==> config.mk <==
export PLATFORM = sky130hd
export DESIGN_NAME = rhs2116_link_supervisor
export DESIGN_NICKNAME = d
export VERILOG_FILES = /design/src/rtl/rhs2116_link_supervisor.sv
export SDC_FILE = /design/constraint.sdc
export NUM_CORES = 1
export LEC_CHECK = 0
export ABC_CLOCK_PERIOD_IN_PS = 5000
export CAP_MARGIN = 10
export CORE_ASPECT_RATIO = 0.5
export CORE_MARGIN = 5
export CORE_UTILIZATION = 45
export DETAILED_ROUTE_END_ITERATION = 10
export GPL_ROUTABILITY_DRIVEN = 0
export HOLD_SLACK_MARGIN = 0.06
export PLACE_DENSITY_LB_ADDON = 0.12
export SYNTH_ARGS = -nofsm -noshare
export SYNTH_HDL_FRONTEND = slang
export SYNTH_SLANG_ARGS = --single-unit
==> constraint.sdc <==
create_clock -name clk_sys -period 5 [get_ports clk_sys]
set_clock_uncertainty 0.2 [all_clocks]
set_input_delay 0.5 -clock clk_sys [delete_from_list [all_inputs] [get_ports clk_sys]]
set_output_delay 0.5 -clock clk_sys [all_outputs]
set_load 0.1 [all_outputs]
==> src/rtl/rhs2116_link_supervisor.sv <==
`timescale 1ns/1ps
// rhs2116_link_supervisor
//
// Bring-up and recovery controller for the RHS2116 coax receive path. It
// holds the link decoder in reset for a fixed time. It then waits for CDR lock
// and for a run of clean frames before it declares the link up. While the link
// is up it watches lock, sync and the frame-error rate, and it retrains when
// any of them goes bad. Repeated failed attempts park the block in FAULT
// until software clears it.
//
// Ports (all in the clk_sys domain unless noted):
//   clk_sys          system clock
//   rst              synchronous active-high reset
//   enable           1 = run the link, 0 = hold the decoder in reset
//   clear_fault      single-cycle pulse that leaves FAULT
//   cdr_locked_async CDR lock from the clk_link domain (asynchronous)
//   frame_error      frame-sync error pulse
//   sync_lost        frame-sync loss level
//   data_valid       decoded-word strobe
//   link_rst         active-high reset to the decoder
//   link_up          high exactly while in UP
//   fault            high exactly while in FAULT
//   state            IDLE=0 RESET=1 WAIT_LOCK=2 WAIT_FRAMES=3 UP=4 FAULT=5
//   retry_cnt        failed attempts since the last UP entry
//   frame_err_total  saturating count of frame errors seen with link_rst low
//   relock_total     saturating count of retrains out of UP
module rhs2116_link_supervisor #(
    parameter int RST_CYCLES    = 16,
    parameter int LOCK_TIMEOUT  = 4096,
    parameter int GOOD_FRAMES   = 8,
    parameter int FRAME_TIMEOUT = 65535,
    parameter int ERR_WINDOW    = 1024,
    parameter int ERR_THRESH    = 4,
    parameter int MAX_RETRIES   = 3,
    parameter int CNT_W         = 16
) (
    input  logic                             clk_sys,
    input  logic                             rst,
    input  logic                             enable,
    input  logic                             clear_fault,
    input  logic                             cdr_locked_async,
    input  logic                             frame_error,
    input  logic                             sync_lost,
    input  logic                             data_valid,
    output logic                             link_rst,
    output logic                             link_up,
    output logic                             fault,
    output logic [2:0]                       state,
    output logic [$clog2(MAX_RETRIES+1)-1:0] retry_cnt,
    output logic [CNT_W-1:0]                 frame_err_total,
    output logic [CNT_W-1:0]                 relock_total
);

    // One shared timer serves every timed state, so it is sized for the longest.
    localparam int TMR_MAX_A = (RST_CYCLES > LOCK_TIMEOUT) ? RST_CYCLES : LOCK_TIMEOUT;
    localparam int TMR_MAX_B = (FRAME_TIMEOUT > ERR_WINDOW) ? FRAME_TIMEOUT : ERR_WINDOW;
    localparam int TMR_MAX   = (TMR_MAX_A > TMR_MAX_B) ? TMR_MAX_A : TMR_MAX_B;
    localparam int TMR_W     = $clog2(TMR_MAX + 1);
    localparam int GOOD_W    = $clog2(GOOD_FRAMES + 1);
    localparam int ERR_W     = $clog2(ERR_THRESH + 1);
    localparam int RETRY_W   = $clog2(MAX_RETRIES + 1);

    typedef enum logic [2:0] {
        S_IDLE        = 3'd0,
        S_RESET       = 3'd1,
        S_WAIT_LOCK   = 3'd2,
        S_WAIT_FRAMES = 3'd3,
        S_UP          = 3'd4,
        S_FAULT       = 3'd5
    } state_e;

    function automatic logic [CNT_W-1:0] sat_inc(input logic [CNT_W-1:0] v, input logic en);
        return (en && (v != '1)) ? v + CNT_W'(1) : v;
    endfunction

    logic               lock_meta_q, lock_s_q;
    state_e             state_q, state_d;
    logic [TMR_W-1:0]   timer_q, timer_d;
    logic [GOOD_W-1:0]  good_q, good_d, good_inc;
    logic [ERR_W-1:0]   err_q, err_d, err_base;
    logic [ERR_W:0]     err_sum;
    logic [RETRY_W-1:0] retry_q, retry_d;
    logic [CNT_W-1:0]   fet_q, fet_d, rel_q, rel_d;
    logic               link_rst_q, link_up_q, fault_q;
    logic               fail, retrain;

    // Two-flop synchronizer for the lock flag from the clk_link domain.
    always_ff @(posedge clk_sys) begin
        if (rst) begin
            lock_meta_q <= 1'b0;
            lock_s_q    <= 1'b0;
        end else begin
            lock_meta_q <= cdr_locked_async;
            lock_s_q    <= lock_meta_q;
        end
    end

    always_comb begin
        state_d  = state_q;
        good_d   = good_q;
        err_d    = err_q;
        retry_d  = retry_q;
        timer_d  = timer_q;
        fail     = 1'b0;
        retrain  = 1'b0;
        good_inc = good_q + GOOD_W'(1);
        // The first UP cycle of each window (timer at zero) starts a fresh
        // count, so an error on that cycle belongs to the new window.
        err_base = (timer_q == '0) ? '0 : err_q;
        err_sum  = {1'b0, err_base} + {{ERR_W{1'b0}}, frame_error};

        if (!enable && (state_q != S_FAULT)) begin
            state_d = S_IDLE;
        end else begin
            case (state_q)
                S_IDLE: state_d = S_RESET;
                S_RESET: begin
                    if (timer_q == TMR_W'(RST_CYCLES - 1)) state_d = S_WAIT_LOCK;
                end
                S_WAIT_LOCK: begin
                    if (lock_s_q) state_d = S_WAIT_FRAMES;
                    else if (timer_q == TMR_W'(LOCK_TIMEOUT - 1)) fail = 1'b1;
                end
                S_WAIT_FRAMES: begin
                    if (!lock_s_q || sync_lost) begin
                        fail = 1'b1;
                    end else begin
                        if (frame_error) good_d = '0;
                        else if (data_valid) good_d = good_inc;
                        if (!frame_error && data_valid && (good_inc == GOOD_W'(GOOD_FRAMES)))
                            state_d = S_UP;
                        else if (timer_q == TMR_W'(FRAME_TIMEOUT - 1))
                            fail = 1'b1;
                    end
                end
                S_UP: begin
                    if (!lock_s_q || sync_lost) retrain = 1'b1;
                    else if (err_sum >= (ERR_W+1)'(ERR_THRESH)) retrain = 1'b1;
                    else err_d = err_sum[ERR_W-1:0];
                    if (retrain) state_d = S_RESET;
                end
                S_FAULT: begin
                    if (clear_fault) begin
                        state_d = S_IDLE;
                        retry_d = '0;
                    end
                end
                default: state_d = S_IDLE;
            endcase
        end

        // A failed attempt either retries from RESET or gives up into FAULT.
        if (fail) begin
            retry_d = retry_q + RETRY_W'(1);
            state_d = ((int'(retry_q) + 1) == MAX_RETRIES) ? S_FAULT : S_RESET;
        end

        if ((state_d == S_UP) && (state_q != S_UP)) begin
            retry_d = '0;
            err_d   = '0;
        end
        if ((state_d == S_WAIT_FRAMES) && (state_q != S_WAIT_FRAMES)) good_d = '0;

        if ((state_d != state_q) || (state_q == S_IDLE) || (state_q == S_FAULT))
            timer_d = '0;
        else if ((state_q == S_UP) && (timer_q == TMR_W'(ERR_WINDOW - 1)))
            timer_d = '0;
        else
            timer_d = timer_q + TMR_W'(1);

        fet_d = sat_inc(fet_q, frame_error && !link_rst_q);
        rel_d = sat_inc(rel_q, retrain);
    end

    always_ff @(posedge clk_sys) begin
        if (rst) begin
            state_q    <= S_IDLE;
            timer_q    <= '0;
            good_q     <= '0;
            err_q      <= '0;
            retry_q    <= '0;
            fet_q      <= '0;
            rel_q      <= '0;
            link_rst_q <= 1'b1;
            link_up_q  <= 1'b0;
            fault_q    <= 1'b0;
        end else begin
            state_q    <= state_d;
            timer_q    <= timer_d;
            good_q     <= good_d;
            err_q      <= err_d;
            retry_q    <= retry_d;
            fet_q      <= fet_d;
            rel_q      <= rel_d;
            // Flag outputs are decoded from the next state so they switch on
            // the same edge as state.
            link_rst_q <= (state_d == S_IDLE) || (state_d == S_RESET) || (state_d == S_FAULT);
            link_up_q  <= (state_d == S_UP);
            fault_q    <= (state_d == S_FAULT);
        end
    end

    assign state           = state_q;
    assign link_rst        = link_rst_q;
    assign link_up         = link_up_q;
    assign fault           = fault_q;
    assign retry_cnt       = retry_q;
    assign frame_err_total = fet_q;
    assign relock_total    = rel_q;

endmodule

==> impl_metrics.py, run 1 <==
metrics = {
    "power": {
        "power_w": 0.00117,
        "cellPowerDensity_nw_per_um2": 274,
        "vdd_drop_max_uv": 266,
        "p_leak_nw": 1.49,
    },
    "critical_path": {
        "crit-reg2reg-capture": "timer_q[7]$_SDFF_PP0_",
        "cp_max_fo": 16,
        "cp.buffers_inverters": 0,
        "crit_type": "reg2reg",
        "path_cells": "nor4_1 > nand4_1 > and2_1 > ha_1 > ha_1 > nor2_1 > o21ai_1 > and3_4 > o311ai_2 > o2111ai_4 > a211oi_1",
        "reg2reg_slack_ns": 1.42,
        "worst_r2r_startpoint": "timer_q[4]$_SDFF_PP0_",
        "timing.critical_path.to_type": "flip-flop",
        "critical_path_arrival_ns": 3.62,
        "critical_path.max_stage_delay_ns": 0.47,
        "worst_r2r_path_depth": 11,
        "launching_element_type_of_the_critical_path": "flip-flop",
        "timing.critical_path.required_ns": 5.04,
        "timing.critical_path.max_delay_family": "simple AND/OR/NAND/NOR gates",
        "critical-path-top-cell-by-count": "sky130_fd_sc_hd__ha_1",
        "cpMaxStageDelayCell": "sky130_fd_sc_hd__nor4_1",
    },
    "cells_and_area": {
        "final_cell_area_sq_um": 4280,
        "stdcell_count": 537,
        "finish.net_count": 454,
        "antennaDiodeCount": 0,
        "drive_above_1_share": 0.0998,
        "area_delta_synth_final_pct": 23.9,
    },
    "timing": {
        "final_max_slew_viol_count": 0,
        "rsz0062_at_grt": "no",
        "timing.final.setup_violations": 0,
        "final.min_clock_period_ns": 3.58,
        "worst-slew-pin-transition_ns": 0.987,
        "maxClockFrequency_mhz": 279,
        "finalCritPeriodShare": 0.716,
        "post-route-worst-setup-slack_ns": 1.42,
        "slew-limit-headroom": 0.340,
        "totalNegativeSetupSlack_ns": 0,
        "finalHoldViolations": 0,
    },
    "placed_design": {
        "numPlacedInstances": 521,
        "placement.setup.worst_slack_ns": 1.44,
        "numPortBuffers": 47,
        "detailedPlacementHpwl_mm": 6.00,
        "place_area_sq_um": 3990,
    },
    "logic_synthesis": {
        "synth_largest_type_area_fraction": 0.376,
        "yosys_most_used_dff": "sky130_fd_sc_hd__dfxtp_1",
        "ys_top_cells_by_area": "sky130_fd_sc_hd__dfxtp_1 (38%), sky130_fd_sc_hd__nor2_1 (5.1%), sky130_fd_sc_hd__xor2_1 (5.1%)",
        "synth_cell_types": 57,
        "synth_enable_flop_cells": 0,
        "post-synth-top-area-cell": "sky130_fd_sc_hd__dfxtp_1",
        "share_of_the_yosys_chip_area_belonging_to_registers": 0.376,
        "synth-async-reset-ratio": 0,
        "number_of_standard_cells_after_synthesis": 390,
        "syn-num-nets": 408,
        "ys_warn_count": 0,
        "number_of_synthesized_register_bits": 65,
        "synth_area_per_cell_sq_um": 8.86,
        "syn-cell-area_sq_um": 3460,
    },
    "global_route": {
        "grt_first_pass_wirelength_mm": 13.5,
        "grt_max_degree": 39,
        "overflow": 0,
        "grt_antenna_before_repair": 0,
        "grt_use_total": 0.173,
        "first_global_vias": 2814,
    },
    "hold_path": {
        "worstHoldEndpoint": "lock_s_q$_SDFF_PP0_",
        "hp-class": "reg2reg",
        "hold_start": "lock_meta_q$_SDFF_PP0_",
        "min_delay_path_depth": 1,
    },
    "floorplan": {
        "i_o_pin_total": 48,
        "die_w_microns": 134,
        "placementRows": 22,
        "die_h_microns": 72.0,
        "die_ar_sq_um": 9640,
        "placeableCoreArea_sq_um": 7400,
        "start_util": 0.467,
    },
    "clock_tree": {
        "clock_latency_of_the_later_clocked_register_in_the_worst_skew_pair_ns": 0.33,
        "tritoncts": "done",
        "htree_num_levels": 3,
        "postCtsHoldBufs": 0,
        "clockBufferDepth": 2,
        "post_cts_resized": 0,
        "cts.clk_slew.worst_paths_ns": 0.06,
        "cts_inserted_buffers": 9,
        "cts_setup_buffers": 0,
        "cts_root_buf": "sky130_fd_sc_hd__clkbuf_16",
        "cts_sinks": 65,
    },
    "outcome": {
        "outcome": "finished clean",
    },
    "detailed_routing": {
        "drt_pre_antenna_iters": 5,
        "remaining_drc_errors": 0,
        "drt_wl_total_mm": 8.06,
        "routedWlPerCell_microns": 15.0,
        "vias": 3015,
        "avgViaCountPerCell": 5.61,
        "detailedRoute.firstIterationViolations": 240,
        "route.antenna.remaining_nets": 0,
    },
    "job": {
        "max_cap_viol_count": 0,
    },
}
flip-flops by register name, summed over array words and instances (netlist names):
name,cells
state,3
retry_cnt,2
relock_total,16
frame_err_total,16
timer_q,16
link_rst,1
lock_meta_q,1
lock_s_q,1
err_q,3
fault,1
link_up,1
good_q,4
worst max-delay path by stage:
stage / depth (start not counted) / slack, ns / start / endpoint
floorplan: 15 / 1.98 / timer_q[0]$_SDFF_PP0_ / timer_q[13]$_SDFF_PP0_
detailed placement: 9 / 1.44 / frame_error / timer_q[11]$_SDFF_PP0_
global placement: 9 / 1.64 / frame_error / timer_q[7]$_SDFF_PP0_
global route: 13 / 1.13 / timer_q[0]$_SDFF_PP0_ / timer_q[7]$_SDFF_PP0_
finish: 11 / 1.42 / timer_q[4]$_SDFF_PP0_ / timer_q[7]$_SDFF_PP0_
CTS: 13 / 1.45 / timer_q[0]$_SDFF_PP0_ / timer_q[12]$_SDFF_PP0_
where the power goes:
group / internal, W / switching, W / leakage, nW
clock network: 0.000385 / 0.000232 / 0.146
registers: 0.000520 / 0.00000244 / 0.524
logic: 0.0000122 / 0.0000219 / 0.816
total: 0.000917 / 0.000257 / 1.49
kinds of logic (layout without fill, tap and decap cells):
family,count (synthesis),in the layout,synth area share
adder cells (fa/ha/maj),10,10,0.0362
flip-flops,65,65,0.376
XOR/XNOR,39,39,0.0988
AND/OR/NAND/NOR,197,197,0.326
AO/OA/AOI/OAI,49,49,0.111
buffers and inverters,23,74,0.0308
multiplexers,7,7,0.0206
synth_stat cells, types with 2 or more instances:
cell and n:
sky130_fd_sc_hd__nand3b_1 2, sky130_fd_sc_hd__and3_1 9, sky130_fd_sc_hd__nor2b_1 8, sky130_fd_sc_hd__nand4_1 15, sky130_fd_sc_hd__nor4_1 5, sky130_fd_sc_hd__clkbuf_1 7
sky130_fd_sc_hd__dfxtp_1 65, sky130_fd_sc_hd__a21boi_0 2, sky130_fd_sc_hd__buf_6 2, sky130_fd_sc_hd__a21oi_1 15, sky130_fd_sc_hd__inv_1 10, sky130_fd_sc_hd__o21ai_0 9
sky130_fd_sc_hd__buf_2 4, sky130_fd_sc_hd__a211oi_1 2, sky130_fd_sc_hd__o211ai_1 2, sky130_fd_sc_hd__nand2_1 23, sky130_fd_sc_hd__nor3b_1 5, sky130_fd_sc_hd__nand2b_1 4
sky130_fd_sc_hd__or2_2 3, sky130_fd_sc_hd__nor3_1 13, sky130_fd_sc_hd__xor2_1 20, sky130_fd_sc_hd__a21o_1 3, sky130_fd_sc_hd__nor2_1 47, sky130_fd_sc_hd__and2_1 10
sky130_fd_sc_hd__nand3_1 18, sky130_fd_sc_hd__or3_1 7, sky130_fd_sc_hd__nor3_2 11, sky130_fd_sc_hd__and4_1 8, sky130_fd_sc_hd__xnor2_1 19, sky130_fd_sc_hd__ha_1 10
sky130_fd_sc_hd__mux2i_1 6
metrics by stage:
stage / utilization / hold slack [ns]
detailed placement: 0.538 / 0.230
floorplan: - / 0.214
finish: 0.578 / 0.251
global route: 0.578 / 0.265
CTS: 0.578 / 0.254
global placement: 0.538 / 0.232
layout by cell type (no fill, tap or decap), types with 2 or more instances in the layout:
| master | Yosys | routed |
|---|---|---|
| sky130_fd_sc_hd__or3_1 | 7 | 7 |
| sky130_fd_sc_hd__and2_1 | 10 | 10 |
| sky130_fd_sc_hd__xnor2_1 | 19 | 19 |
| sky130_fd_sc_hd__clkbuf_16 | 0 | 9 |
| sky130_fd_sc_hd__clkinv_2 | 0 | 3 |
| sky130_fd_sc_hd__and3_1 | 9 | 9 |
| sky130_fd_sc_hd__ha_1 | 10 | 10 |
| sky130_fd_sc_hd__nand2_1 | 23 | 23 |
| sky130_fd_sc_hd__nor4_1 | 5 | 5 |
| sky130_fd_sc_hd__inv_1 | 10 | 10 |
| sky130_fd_sc_hd__a21oi_1 | 15 | 15 |
| sky130_fd_sc_hd__o211ai_1 | 2 | 2 |
| sky130_fd_sc_hd__nand2b_1 | 4 | 4 |
| sky130_fd_sc_hd__nor3_2 | 11 | 11 |
| sky130_fd_sc_hd__nor2_1 | 47 | 47 |
| sky130_fd_sc_hd__a211oi_1 | 2 | 2 |
| sky130_fd_sc_hd__or2_2 | 3 | 3 |
| sky130_fd_sc_hd__mux2i_1 | 6 | 6 |
| sky130_fd_sc_hd__nand4_1 | 15 | 15 |
| sky130_fd_sc_hd__nand3b_1 | 2 | 2 |
| sky130_fd_sc_hd__a21o_1 | 3 | 3 |
| sky130_fd_sc_hd__nor3_1 | 13 | 13 |
| sky130_fd_sc_hd__and4_1 | 8 | 8 |
| sky130_fd_sc_hd__nor2b_1 | 8 | 8 |
| sky130_fd_sc_hd__nand3_1 | 18 | 18 |
| sky130_fd_sc_hd__clkdlybuf4s50_1 | 0 | 47 |
| sky130_fd_sc_hd__nor3b_1 | 5 | 5 |
| sky130_fd_sc_hd__a21boi_0 | 2 | 2 |
| sky130_fd_sc_hd__xor2_1 | 20 | 20 |
| sky130_fd_sc_hd__o21ai_0 | 9 | 9 |
| sky130_fd_sc_hd__dfxtp_1 | 65 | 65 |
metal layers:
metal / vias up / part of all wire / GRT usage
met3: 15 / 0.046 / 0.0519
met4: 0 / 0.015 / 0.0775
met5: - / 0 / 0
met1: 1443 / 0.46 / 0.215
li1: 1484 / - / -
met2: 73 / 0.48 / 0.283
layout make-up:
class	count	area, sq um
clock buffer	9	225
clock inverter	7	70.1
timing repair buffer	48	478
multi-input combinational	302	2050
sequential	65	1300
tap	96	120
fill	650	3120
inverter	10	37.5
(Power assumes the default switching activity.)
==> inputs of run 2 (changes only) <==
--- a/config.mk
+++ b/config.mk
@@ -5,7 +5,7 @@
 export SDC_FILE = /design/constraint.sdc
 export NUM_CORES = 1
 export LEC_CHECK = 0
-export ABC_CLOCK_PERIOD_IN_PS = 5000
+export ABC_CLOCK_PERIOD_IN_PS = 3700
 export CAP_MARGIN = 10
 export CORE_ASPECT_RATIO = 0.5
 export CORE_MARGIN = 5
==> constraint.sdc (replaced) <==
create_clock -name clk_sys -period 3.7 [get_ports clk_sys]
set_clock_uncertainty 0.2 [all_clocks]
set_input_delay 0.37 -clock clk_sys [delete_from_list [all_inputs] [get_ports clk_sys]]
set_output_delay 0.37 -clock clk_sys [all_outputs]
set_load 0.1 [all_outputs]
==> impl_metrics.py, run 2 (synthesized netlist as in run 1, its figures left out) <==
metrics = {
    "outcome": {
        "outcome": "finished clean",
    },
    "detailed_routing": {
        "vias": 3030,
        "routedWlPerCell_microns": 15.5,
        "route.antenna.remaining_nets": 0,
        "detailedRoute.firstIterationViolations": 183,
        "drt_pre_antenna_iters": 5,
        "drt_wl_total_mm": 8.39,
        "avgViaCountPerCell": 5.58,
        "remaining_drc_errors": 0,
    },
    "timing": {
        "finalCritPeriodShare": 0.950,
        "worst-slew-pin-transition_ns": 0.962,
        "timing.final.setup_violations": 0,
        "finalHoldViolations": 0,
        "slew-limit-headroom": 0.349,
        "rsz0062_at_grt": "yes",
        "final_max_slew_viol_count": 0,
        "totalNegativeSetupSlack_ns": 0,
        "maxClockFrequency_mhz": 284,
        "final.min_clock_period_ns": 3.52,
    },
    "cells_and_area": {
        "area_delta_synth_final_pct": 26.4,
        "antennaDiodeCount": 0,
        "fill_cells": 662,
        "utilization": 0.590,
        "final_common_cell": "sky130_fd_sc_hd__dfxtp_1",
        "drive_above_1_share": 0.105,
        "finish.net_count": 461,
        "final_cell_mix": "sky130_fd_sc_hd__dfxtp_1 (65), sky130_fd_sc_hd__nor2_1 (47), sky130_fd_sc_hd__clkdlybuf4s50_1 (47)",
    },
    "clock_tree": {
        "tritoncts": "done",
        "clock_latency_of_the_later_clocked_register_in_the_worst_skew_pair_ns": 0.32,
        "cts_inserted_buffers": 9,
        "postCtsHoldBufs": 0,
        "cts_root_buf": "sky130_fd_sc_hd__clkbuf_16",
        "htree_num_levels": 3,
        "cts_setup_buffers": 0,
        "cts.clk_slew.worst_paths_ns": 0.05,
        "post_cts_resized": 0,
        "cts_sinks": 65,
        "clockBufferDepth": 2,
    },
    "global_route": {
        "grt_max_degree": 39,
        "grt_first_pass_wirelength_mm": 13.5,
        "grt_use_total": 0.173,
        "grt_antenna_before_repair": 0,
        "overflow": 0,
        "first_global_vias": 2814,
    },
    "floorplan": {
        "placementRows": 22,
        "die_w_microns": 134,
        "i_o_pin_total": 48,
        "placeableCoreArea_sq_um": 7400,
        "start_util": 0.467,
        "die_ar_sq_um": 9640,
        "die_h_microns": 72.0,
    },
    "placed_design": {
        "detailedPlacementHpwl_mm": 6.01,
        "numPortBuffers": 47,
    },
    "critical_path": {
        "launching_element_type_of_the_critical_path": "flip-flop",
        "timing.critical_path.to_type": "flip-flop",
        "cp_max_fo": 8,
        "timing.critical_path.required_ns": 3.68,
        "worst_r2r_path_depth": 14,
        "crit_type": "reg2reg",
        "critical_path_arrival_ns": 3.49,
    },
    "power": {
        "power_w": 0.00169,
        "vdd_drop_max_uv": 278,
        "cellPowerDensity_nw_per_um2": 386,
        "p_leak_nw": 1.53,
    },
    "job": {
        "max_cap_viol_count": 0,
    },
    "hold_path": {
        "hp-class": "reg2reg",
        "min_delay_path_depth": 1,
    },
}
-- run 2: cell count changes in the layout (fill, tap and decap cells not counted), sizes merged, moves of 2 or more --
cell / delta
clkbuf: +3
clkinv: -4
bufinv: +2
buf: +6
-- run 2: final timing paths --
kind                            end                    from  slack (ns)
min             lock_s_q$_SDFF_PP0_  lock_meta_q$_SDFF_PP0_        0.25
min reg2reg     lock_s_q$_SDFF_PP0_  lock_meta_q$_SDFF_PP0_        0.25
max reg2reg  timer_q[13]$_SDFF_PP0_   timer_q[0]$_SDFF_PP0_        0.18
max          timer_q[13]$_SDFF_PP0_   timer_q[0]$_SDFF_PP0_        0.18
-- run 2: per-stage QoR --
step	hold WS [ns]	instances	setup slack [ns]	area, sq um
CTS	0.251	536	0.151	4310
detailed placement	0.250	521	0.222	3990
global route	0.259	543	-0.0241	4370
floorplan	0.214	390	0.681	3460
global placement	0.236	521	0.404	3990
finish	0.250	543	0.184	4370
-- run 2: final cells by class --
class / count / area, sq um / area share
clock inverters: 3 / 90.1 / 0.0206
well taps: 96 / 120 / 0.0275
repair buffers: 54 / 523 / 0.120
clock buffers: 12 / 236 / 0.0541
inverters: 10 / 37.5 / 0.00859
flip-flops and latches: 65 / 1300 / 0.298
multi-input cells: 303 / 2060 / 0.472
-- run 2: report_power, final --
group | internal (W) | switching, W
Sequential | 0.000703 | 0.00000332
Clock | 0.000654 | 0.000280
Combinational | 0.0000177 | 0.0000305
-- run 2: per-layer routing --
metal | up-vias | wire, microns | GRT usage
met3 | 18 | 415 | 0.0547
li1 | 1495 | - | -
met4 | 0 | 176 | 0.0673
met1 | 1440 | 3780 | 0.206
met2 | 77 | 4020 | 0.297
met5 | - | 0 | 0
-- run 2: worst max-delay path, cell delays in order, from the launching register on --
cell and delay, ns:
sky130_fd_sc_hd__dfxtp_1 0.35, sky130_fd_sc_hd__inv_1 0.14, sky130_fd_sc_hd__ha_1 0.17, sky130_fd_sc_hd__nor3b_1 0.25, sky130_fd_sc_hd__nand4_1 0.22, sky130_fd_sc_hd__and2_1 0.23
sky130_fd_sc_hd__ha_1 0.19, sky130_fd_sc_hd__ha_1 0.20, sky130_fd_sc_hd__a21boi_0 0.15, sky130_fd_sc_hd__and3_1 0.19, sky130_fd_sc_hd__nand3_1 0.07, sky130_fd_sc_hd__o211ai_1 0.14
sky130_fd_sc_hd__buf_4 0.18, sky130_fd_sc_hd__a31oi_2 0.57, sky130_fd_sc_hd__nor3_2 0.11
